File: src/rtl/hazard_ctrl_pkg.sv
// hazard_ctrl_pkg: shared types and constants for the pipeline stall/flush scheduler
package pipe_ctrl_pkg;
  typedef enum logic [1:0] {IDLE, BUSY, DONE} mdu_state_t;
  localparam logic [4:0] REG_X0 = 5'd0;
  localparam int MDU_LATENCY_DEF = 4;
endpackage

File: src/rtl/hazard_ctrl_if.sv
// hazard_ctrl_if: hazard inputs from D/E/M and stall/flush/MDU controls back to the pipeline
interface hazard_ctrl_if #(parameter int REG_ADDR_W = 5);
    logic [REG_ADDR_W-1:0] Rs1D, Rs2D, RdE;
    logic RegWriteE, ResultSrcE0, PCSrcE, MulDivE, MemReqM, MemReadyM;
    logic StallF, StallD, StallE, StallM;
    logic FlushD, FlushE, FlushM, FlushW;
    logic MduStart, MduBusy, MduDone;
    modport master (
        output Rs1D, Rs2D, RdE, RegWriteE, ResultSrcE0, PCSrcE, MulDivE, MemReqM, MemReadyM,
        input  StallF, StallD, StallE, StallM, FlushD, FlushE, FlushM, FlushW,
        input  MduStart, MduBusy, MduDone
    );
    modport slave (
        input  Rs1D, Rs2D, RdE, RegWriteE, ResultSrcE0, PCSrcE, MulDivE, MemReqM, MemReadyM,
        output StallF, StallD, StallE, StallM, FlushD, FlushE, FlushM, FlushW,
        output MduStart, MduBusy, MduDone
    );
endinterface

File: src/rtl/hazard_ctrl_mdu_sequencer.sv
// mdu_sequencer: launches the mul/div unit, counts its latency and holds the result until E can advance
module mdu_sequencer
    import pipe_ctrl_pkg::*;
#(
    parameter int MDU_LATENCY = MDU_LATENCY_DEF
) (
    input  logic clk,
    input  logic rst_n,
    input  logic MulDivE,
    input  logic memStall,
    output logic MduStart,
    output logic MduBusy,
    output logic MduDone,
    output logic mduStall
);
    localparam int CW = $clog2(MDU_LATENCY);
    mdu_state_t state, state_nxt;
    logic [CW-1:0] cnt;
    always_ff @(posedge clk or negedge rst_n) begin
        if (!rst_n) begin
            state <= IDLE;
            cnt   <= '0;
        end else begin
            state <= state_nxt;
            cnt   <= MduStart ? CW'(MDU_LATENCY - 1) : (state == BUSY && cnt != '0) ? cnt - CW'(1) : cnt;
        end
    end
    // counting continues through memory wait states; only DONE waits for memory
    always_comb begin
        state_nxt = (state == IDLE) ? ((MulDivE && !memStall) ? BUSY : IDLE) :
                    (state == BUSY) ? ((cnt == '0) ? DONE : BUSY) :
                    (memStall ? DONE : IDLE);
    end
    always_comb begin
        MduStart = rst_n && state == IDLE && MulDivE && !memStall;
        MduBusy  = rst_n && state == BUSY;
        MduDone  = rst_n && state == DONE;
        mduStall = rst_n && MulDivE && state != DONE;
    end
endmodule

File: src/rtl/hazard_ctrl.sv
// hazard_ctrl: load-use/branch/memory-wait/MDU hazard detection and prioritised stall-flush encoding
module hazard_ctrl
    import pipe_ctrl_pkg::*;
#(
    parameter int MDU_LATENCY = MDU_LATENCY_DEF,
    parameter int REG_ADDR_W  = 5
) (
    input logic         clk,
    input logic         rst_n,
    hazard_ctrl_if.slave bus
);
    logic mem_stall, lw_stall, mdu_stall;
    assign mem_stall = bus.MemReqM & ~bus.MemReadyM;
    assign lw_stall  = bus.ResultSrcE0 & bus.RegWriteE & (bus.RdE != REG_ADDR_W'(REG_X0)) &
                       ((bus.Rs1D == bus.RdE) | (bus.Rs2D == bus.RdE));
    mdu_sequencer #(.MDU_LATENCY(MDU_LATENCY)) u_mdu (
        .clk      (clk),
        .rst_n    (rst_n),
        .MulDivE  (bus.MulDivE),
        .memStall (mem_stall),
        .MduStart (bus.MduStart),
        .MduBusy  (bus.MduBusy),
        .MduDone  (bus.MduDone),
        .mduStall (mdu_stall)
    );
    // memory wait freezes everything, so a branch or load-use behind it is simply re-seen later
    always_comb begin
        {bus.StallF, bus.StallD, bus.StallE, bus.StallM, bus.FlushD, bus.FlushE, bus.FlushM, bus.FlushW} =
            !rst_n       ? 8'b0000_1111 :
            mem_stall    ? 8'b1111_0001 :
            mdu_stall    ? 8'b1110_0010 :
            bus.PCSrcE   ? 8'b0000_1100 :
            lw_stall     ? 8'b1100_0100 : 8'b0000_0000;
    end
endmodule

File: src/flat_wrapper.sv
// flat-port wrapper written by rule: the top's interface ports become plain ports
module hazard_ctrl_flat import pipe_ctrl_pkg::*;
#(
    parameter int MDU_LATENCY = MDU_LATENCY_DEF,
    parameter int REG_ADDR_W  = 5
)
  (clk, rst_n, bus_Rs1D, bus_Rs2D, bus_RdE, bus_RegWriteE, bus_ResultSrcE0, bus_PCSrcE, bus_MulDivE, bus_MemReqM, bus_MemReadyM, bus_StallF, bus_StallD, bus_StallE, bus_StallM, bus_FlushD, bus_FlushE, bus_FlushM, bus_FlushW, bus_MduStart, bus_MduBusy, bus_MduDone);
  hazard_ctrl_if #(.REG_ADDR_W(REG_ADDR_W)) bus_i ();
  input logic clk;
  input logic rst_n;
  input wire logic [$bits(bus_i.Rs1D)-1:0] bus_Rs1D;
  input wire logic [$bits(bus_i.Rs2D)-1:0] bus_Rs2D;
  input wire logic [$bits(bus_i.RdE)-1:0] bus_RdE;
  input wire logic [$bits(bus_i.RegWriteE)-1:0] bus_RegWriteE;
  input wire logic [$bits(bus_i.ResultSrcE0)-1:0] bus_ResultSrcE0;
  input wire logic [$bits(bus_i.PCSrcE)-1:0] bus_PCSrcE;
  input wire logic [$bits(bus_i.MulDivE)-1:0] bus_MulDivE;
  input wire logic [$bits(bus_i.MemReqM)-1:0] bus_MemReqM;
  input wire logic [$bits(bus_i.MemReadyM)-1:0] bus_MemReadyM;
  output wire logic [$bits(bus_i.StallF)-1:0] bus_StallF;
  output wire logic [$bits(bus_i.StallD)-1:0] bus_StallD;
  output wire logic [$bits(bus_i.StallE)-1:0] bus_StallE;
  output wire logic [$bits(bus_i.StallM)-1:0] bus_StallM;
  output wire logic [$bits(bus_i.FlushD)-1:0] bus_FlushD;
  output wire logic [$bits(bus_i.FlushE)-1:0] bus_FlushE;
  output wire logic [$bits(bus_i.FlushM)-1:0] bus_FlushM;
  output wire logic [$bits(bus_i.FlushW)-1:0] bus_FlushW;
  output wire logic [$bits(bus_i.MduStart)-1:0] bus_MduStart;
  output wire logic [$bits(bus_i.MduBusy)-1:0] bus_MduBusy;
  output wire logic [$bits(bus_i.MduDone)-1:0] bus_MduDone;
  assign bus_i.Rs1D = bus_Rs1D;
  assign bus_i.Rs2D = bus_Rs2D;
  assign bus_i.RdE = bus_RdE;
  assign bus_i.RegWriteE = bus_RegWriteE;
  assign bus_i.ResultSrcE0 = bus_ResultSrcE0;
  assign bus_i.PCSrcE = bus_PCSrcE;
  assign bus_i.MulDivE = bus_MulDivE;
  assign bus_i.MemReqM = bus_MemReqM;
  assign bus_i.MemReadyM = bus_MemReadyM;
  assign bus_StallF = bus_i.StallF;
  assign bus_StallD = bus_i.StallD;
  assign bus_StallE = bus_i.StallE;
  assign bus_StallM = bus_i.StallM;
  assign bus_FlushD = bus_i.FlushD;
  assign bus_FlushE = bus_i.FlushE;
  assign bus_FlushM = bus_i.FlushM;
  assign bus_FlushW = bus_i.FlushW;
  assign bus_MduStart = bus_i.MduStart;
  assign bus_MduBusy = bus_i.MduBusy;
  assign bus_MduDone = bus_i.MduDone;
  hazard_ctrl #(.MDU_LATENCY(MDU_LATENCY), .REG_ADDR_W(REG_ADDR_W)) u_core (.clk(clk), .rst_n(rst_n), .bus(bus_i));
endmodule
File: config.mk
export PLATFORM = sky130hd
export DESIGN_NAME = hazard_ctrl_flat
export DESIGN_NICKNAME = d
export VERILOG_FILES = /design/src/rtl/hazard_ctrl_pkg.sv /design/src/rtl/hazard_ctrl_if.sv /design/src/rtl/hazard_ctrl_mdu_sequencer.sv /design/src/rtl/hazard_ctrl.sv /design/src/flat_wrapper.sv
export SDC_FILE = /design/constraint.sdc
export NUM_CORES = 1
export LEC_CHECK = 0
export ABC_AREA = 1
export BUFFER_PORTS_ARGS = -buffer_cell sky130_fd_sc_hd__buf_4
export CORE_MARGIN = 2
export CORE_UTILIZATION = 35
export CTS_CLUSTER_DIAMETER = 60
export DETAILED_ROUTE_END_ITERATION = 10
export PLACE_DENSITY = 0.82
export RECOVER_POWER = 50
export SLEW_MARGIN = 20
export SYNTH_ARGS = -nofsm -noshare
export SYNTH_HDL_FRONTEND = slang
export SYNTH_SLANG_ARGS = --single-unit
export TNS_END_PERCENT = 5
File: constraint.sdc
create_clock -name clk -period 1.2 [get_ports clk]
set_input_delay 0.18 -clock clk [delete_from_list [all_inputs] [get_ports clk]]
set_output_delay 0.18 -clock clk [all_outputs]
set_load 0.01 [all_outputs]
==> impl_metrics.yaml <==
status:
  outcome: "complete, but fails checks"
  failed_checks: "setup timing"
sta:
  setup_violations: 10
  maxSlewHeadroom_pct: 87.2
  max_freq_mhz: 623
  tightest_slew_ps: 192
  final.setup.worst_slack_ps: -406
  timing.final.crit_share_pct: 134
  final_max_slew_viol_count: 0
  grt_setup_unrepaired: "true"
  hold_viol_final: 0
  period_needed_ps: 1610
  final.setup_skew_ps: 5.42
  fin_tns_setup_ps: -2220
global_routing:
  first_global_vias: 677
  groute.usage.overall_pct: 18.6
  grt_antenna_before_repair: 0
  grt_overflow: 0
  pin_count_of_the_biggest_net_entering_global_routing: 7
  global_route_wire_length_before_repair_mm: 2.53
cts:
  cts.htree.levels: 1
  cts.root.buffer_cell: "sky130_fd_sc_hd__clkbuf_4"
  setup_fix_bufs_post_cts: 0
  clock_tree_from_tritoncts: "built"
  clkSinkCount: 4
  cts-root-to-sink-buffers: 2
  clock_latency_ps: 240
  worst_setup_hold_path_clk_slew_ps: 30
  numCtsBuffers: 3
worst_hold_path:
  hold_class: "in2reg"
critical_path:
  timing.critical_path.arrival_ps: 1430
  end_kind: "output port"
  critPathCapture: "bus_FlushE"
  timing.reg2reg.worst_path_depth: 7
  classification_of_the_worst_setup_path: "reg2out"
  critical_path_start_type: "flop"
  regToRegStartpoint: "u_core.u_mdu.state[0]"
  worstPathRequired_ps: 1020
  critPathLaunch: "u_core.u_mdu.state[0]"
  cp_max_fo: 3
  r2r_end: "u_core.u_mdu.cnt[1]"
  ff2ff_setup_slack_ps: -30
place:
  post-dp-hpwl_mm: 1.14
  placement.io_buffers: 33
  placedInstanceArea_um2: 785
  dpl_worst_slack_ps: -175
  finalWeightedCongestion: 0.732
yosys:
  ys_types: 20
  netlist_area_um2: 492
  synth_warnings: 0
  yosysSeqAreaShare_pct: 20.4
  syn_avg_cell_area_um2: 5.46
  post_synth_net_total: 114
  synthesis.instances: 90
  synth.ff_latch_count: 4
power_and_ir_drop:
  switching_power_uw: 415
  p_per_area_nw_per_um2: 1240
  vdd.ir_drop.worst_uv: 671
  power.share.sequential_pct: 23.8
  internal_power_uw: 619
  comb_power_share_pct: 59.5
  leakage_nw: 0.517
  switching_share_pct: 40.1
  share_clk_of_total_power_pct: 16.6
route:
  drt_iter0_markers: 8
  drcViolationCount: 0
  routed_wirelength_mm: 1.38
  vias_per_cell: 4.65
  number_of_search_and_repair_iterations_in_the_first_detailed_routing_pass: 4
  routed_wire_length_per_instance_um: 9.61
  dr_total_vias: 669
  drtAntennaViolNets: 0
cells_and_area:
  insertedDiodeCount: 0
  drive_above_1_share_pct: 39.5
  final_net_count: 155
  multiInputGateArea_um2: 329
  fillerInstances: 139
  design_area_um2: 837
  area_growth_syn_to_layout_pct: 70.2
  area.sequential_um2: 100
floorplan:
  ioPinCount: 34
  die_width_um: 41.5
  floorplan.die.height_um: 41.5
  die_area_um2: 1720
  num_rows: 13
  initial_core_util_pct: 37.8
  design.core.area_um2: 1300
run:
  cap_viol_max_count: 0
==> routing by layer <==
metal  up-vias  GRT usage (%)  wire, um
met5         -              0         0
met4         0           9.68        34
met3         6           4.35        94
met2        25           34.7       712
met1       295           18.9       543
li1        343              -         -
==> state kept, by name (all words and copies together), names as in the netlist <==
name	flops
u_core.u_mdu.cnt	2
u_core.u_mdu.state	2
==> layout by cell type, fill, tap and decap left out, types with 2 or more instances in the layout <==
cell type / instances
sky130_fd_sc_hd__buf_4: 36
sky130_fd_sc_hd__clkbuf_4: 3
sky130_fd_sc_hd__dfrtp_1: 4
sky130_fd_sc_hd__inv_1: 18
sky130_fd_sc_hd__inv_2: 5
sky130_fd_sc_hd__nand2_1: 26
sky130_fd_sc_hd__nand3_1: 5
sky130_fd_sc_hd__nor2_1: 15
sky130_fd_sc_hd__xnor2_1: 2
==> critical path, cell delays in order, from the launching register on <==
cell and delay, ps:
sky130_fd_sc_hd__dfrtp_1 370, sky130_fd_sc_hd__or2_4 270, sky130_fd_sc_hd__nand3_4 70, sky130_fd_sc_hd__nand2_4 60
sky130_fd_sc_hd__o21ai_4 140, sky130_fd_sc_hd__o21bai_1 130, sky130_fd_sc_hd__buf_4 140
==> through the flow <==
step	hold slack, ps	cells	total power, mW	utilization (%)
2_1_floorplan	-116	90	0.579	-
3_3_place_gp	6.22	140	0.791	60.3
3_5_place_dp	6.63	140	0.827	60.3
4_1_cts	262	144	1.01	63.9
5_1_grt	288	144	1.13	64.3
6_report	275	144	1.03	64.3
==> power groups by stage <==
stage          combinational [mW]  sequential, mW  clock, mW
6_report                    0.616           0.247      0.172
5_1_grt                     0.699           0.253      0.183
4_1_cts                     0.599           0.247      0.168
3_5_place_dp                0.578           0.248          0
3_3_place_gp                0.549           0.242          0
2_1_floorplan               0.334           0.245          0
==> kinds of logic (layout without fill, tap and decap cells) <==
group,after synthesis,count (layout),share of synthesized area (%)
AOI/OAI and AO/OA,6,6,8.14
xor gates and xnor gates,3,3,5.34
adders and majority gates,1,1,2.54
buffers and inverters,24,63,19.1
DFF,4,4,20.4
and+or+nand+nor,52,52,44.5
==> synth_stat cells, drive strengths merged <==
master   n  area, um^2
nand2   27         104
inv     23        86.3
nor2    16        60.1
nand3    7        40.0
dfrtp    4         100
o21ai    2        13.8
xnor2    2        17.5
a21oi    1        5.00
buf      1        7.51
ha       1        12.5
nand4    1        6.26
o211ai   1        7.51
o21bai   1        7.51
o22ai    1        6.26
or2      1        8.76
xor2     1        8.76
==> how the worst min path moves through the flow <==
stage | slack, ps | cells past startpoint | endpoint | from
6_report | 270 | 3 | u_core.u_mdu.state[0] | bus_MulDivE
5_1_grt | 290 | 3 | u_core.u_mdu.state[0] | bus_MulDivE
4_1_cts | 260 | 3 | u_core.u_mdu.state[0] | bus_MulDivE
3_5_place_dp | 7 | 1 | u_core.u_mdu.cnt[0] | rst_n
3_3_place_gp | 6 | 1 | u_core.u_mdu.cnt[1] | rst_n
2_1_floorplan | -120 | 0 | u_core.u_mdu.cnt[0] | rst_n
==> final cells by class <==
cell class              instances  area share [%]
multi-input cells              62            39.3
well taps                      15            2.24
clock buffers                   3            2.69
repair buffers                 37            33.5
flip-flops and latches          4            12.0
inverters                      23            10.3
==> timing repair <==
item | CTS | global route
hold buffers | 1 | 0
setup endpoints to repair | 10 | 11
pin swaps | 0 | 1
resized for setup | 3 | 1
hold endpoints to repair | 4 | 0
No activity file was read; power rests on OpenSTA's default activity.
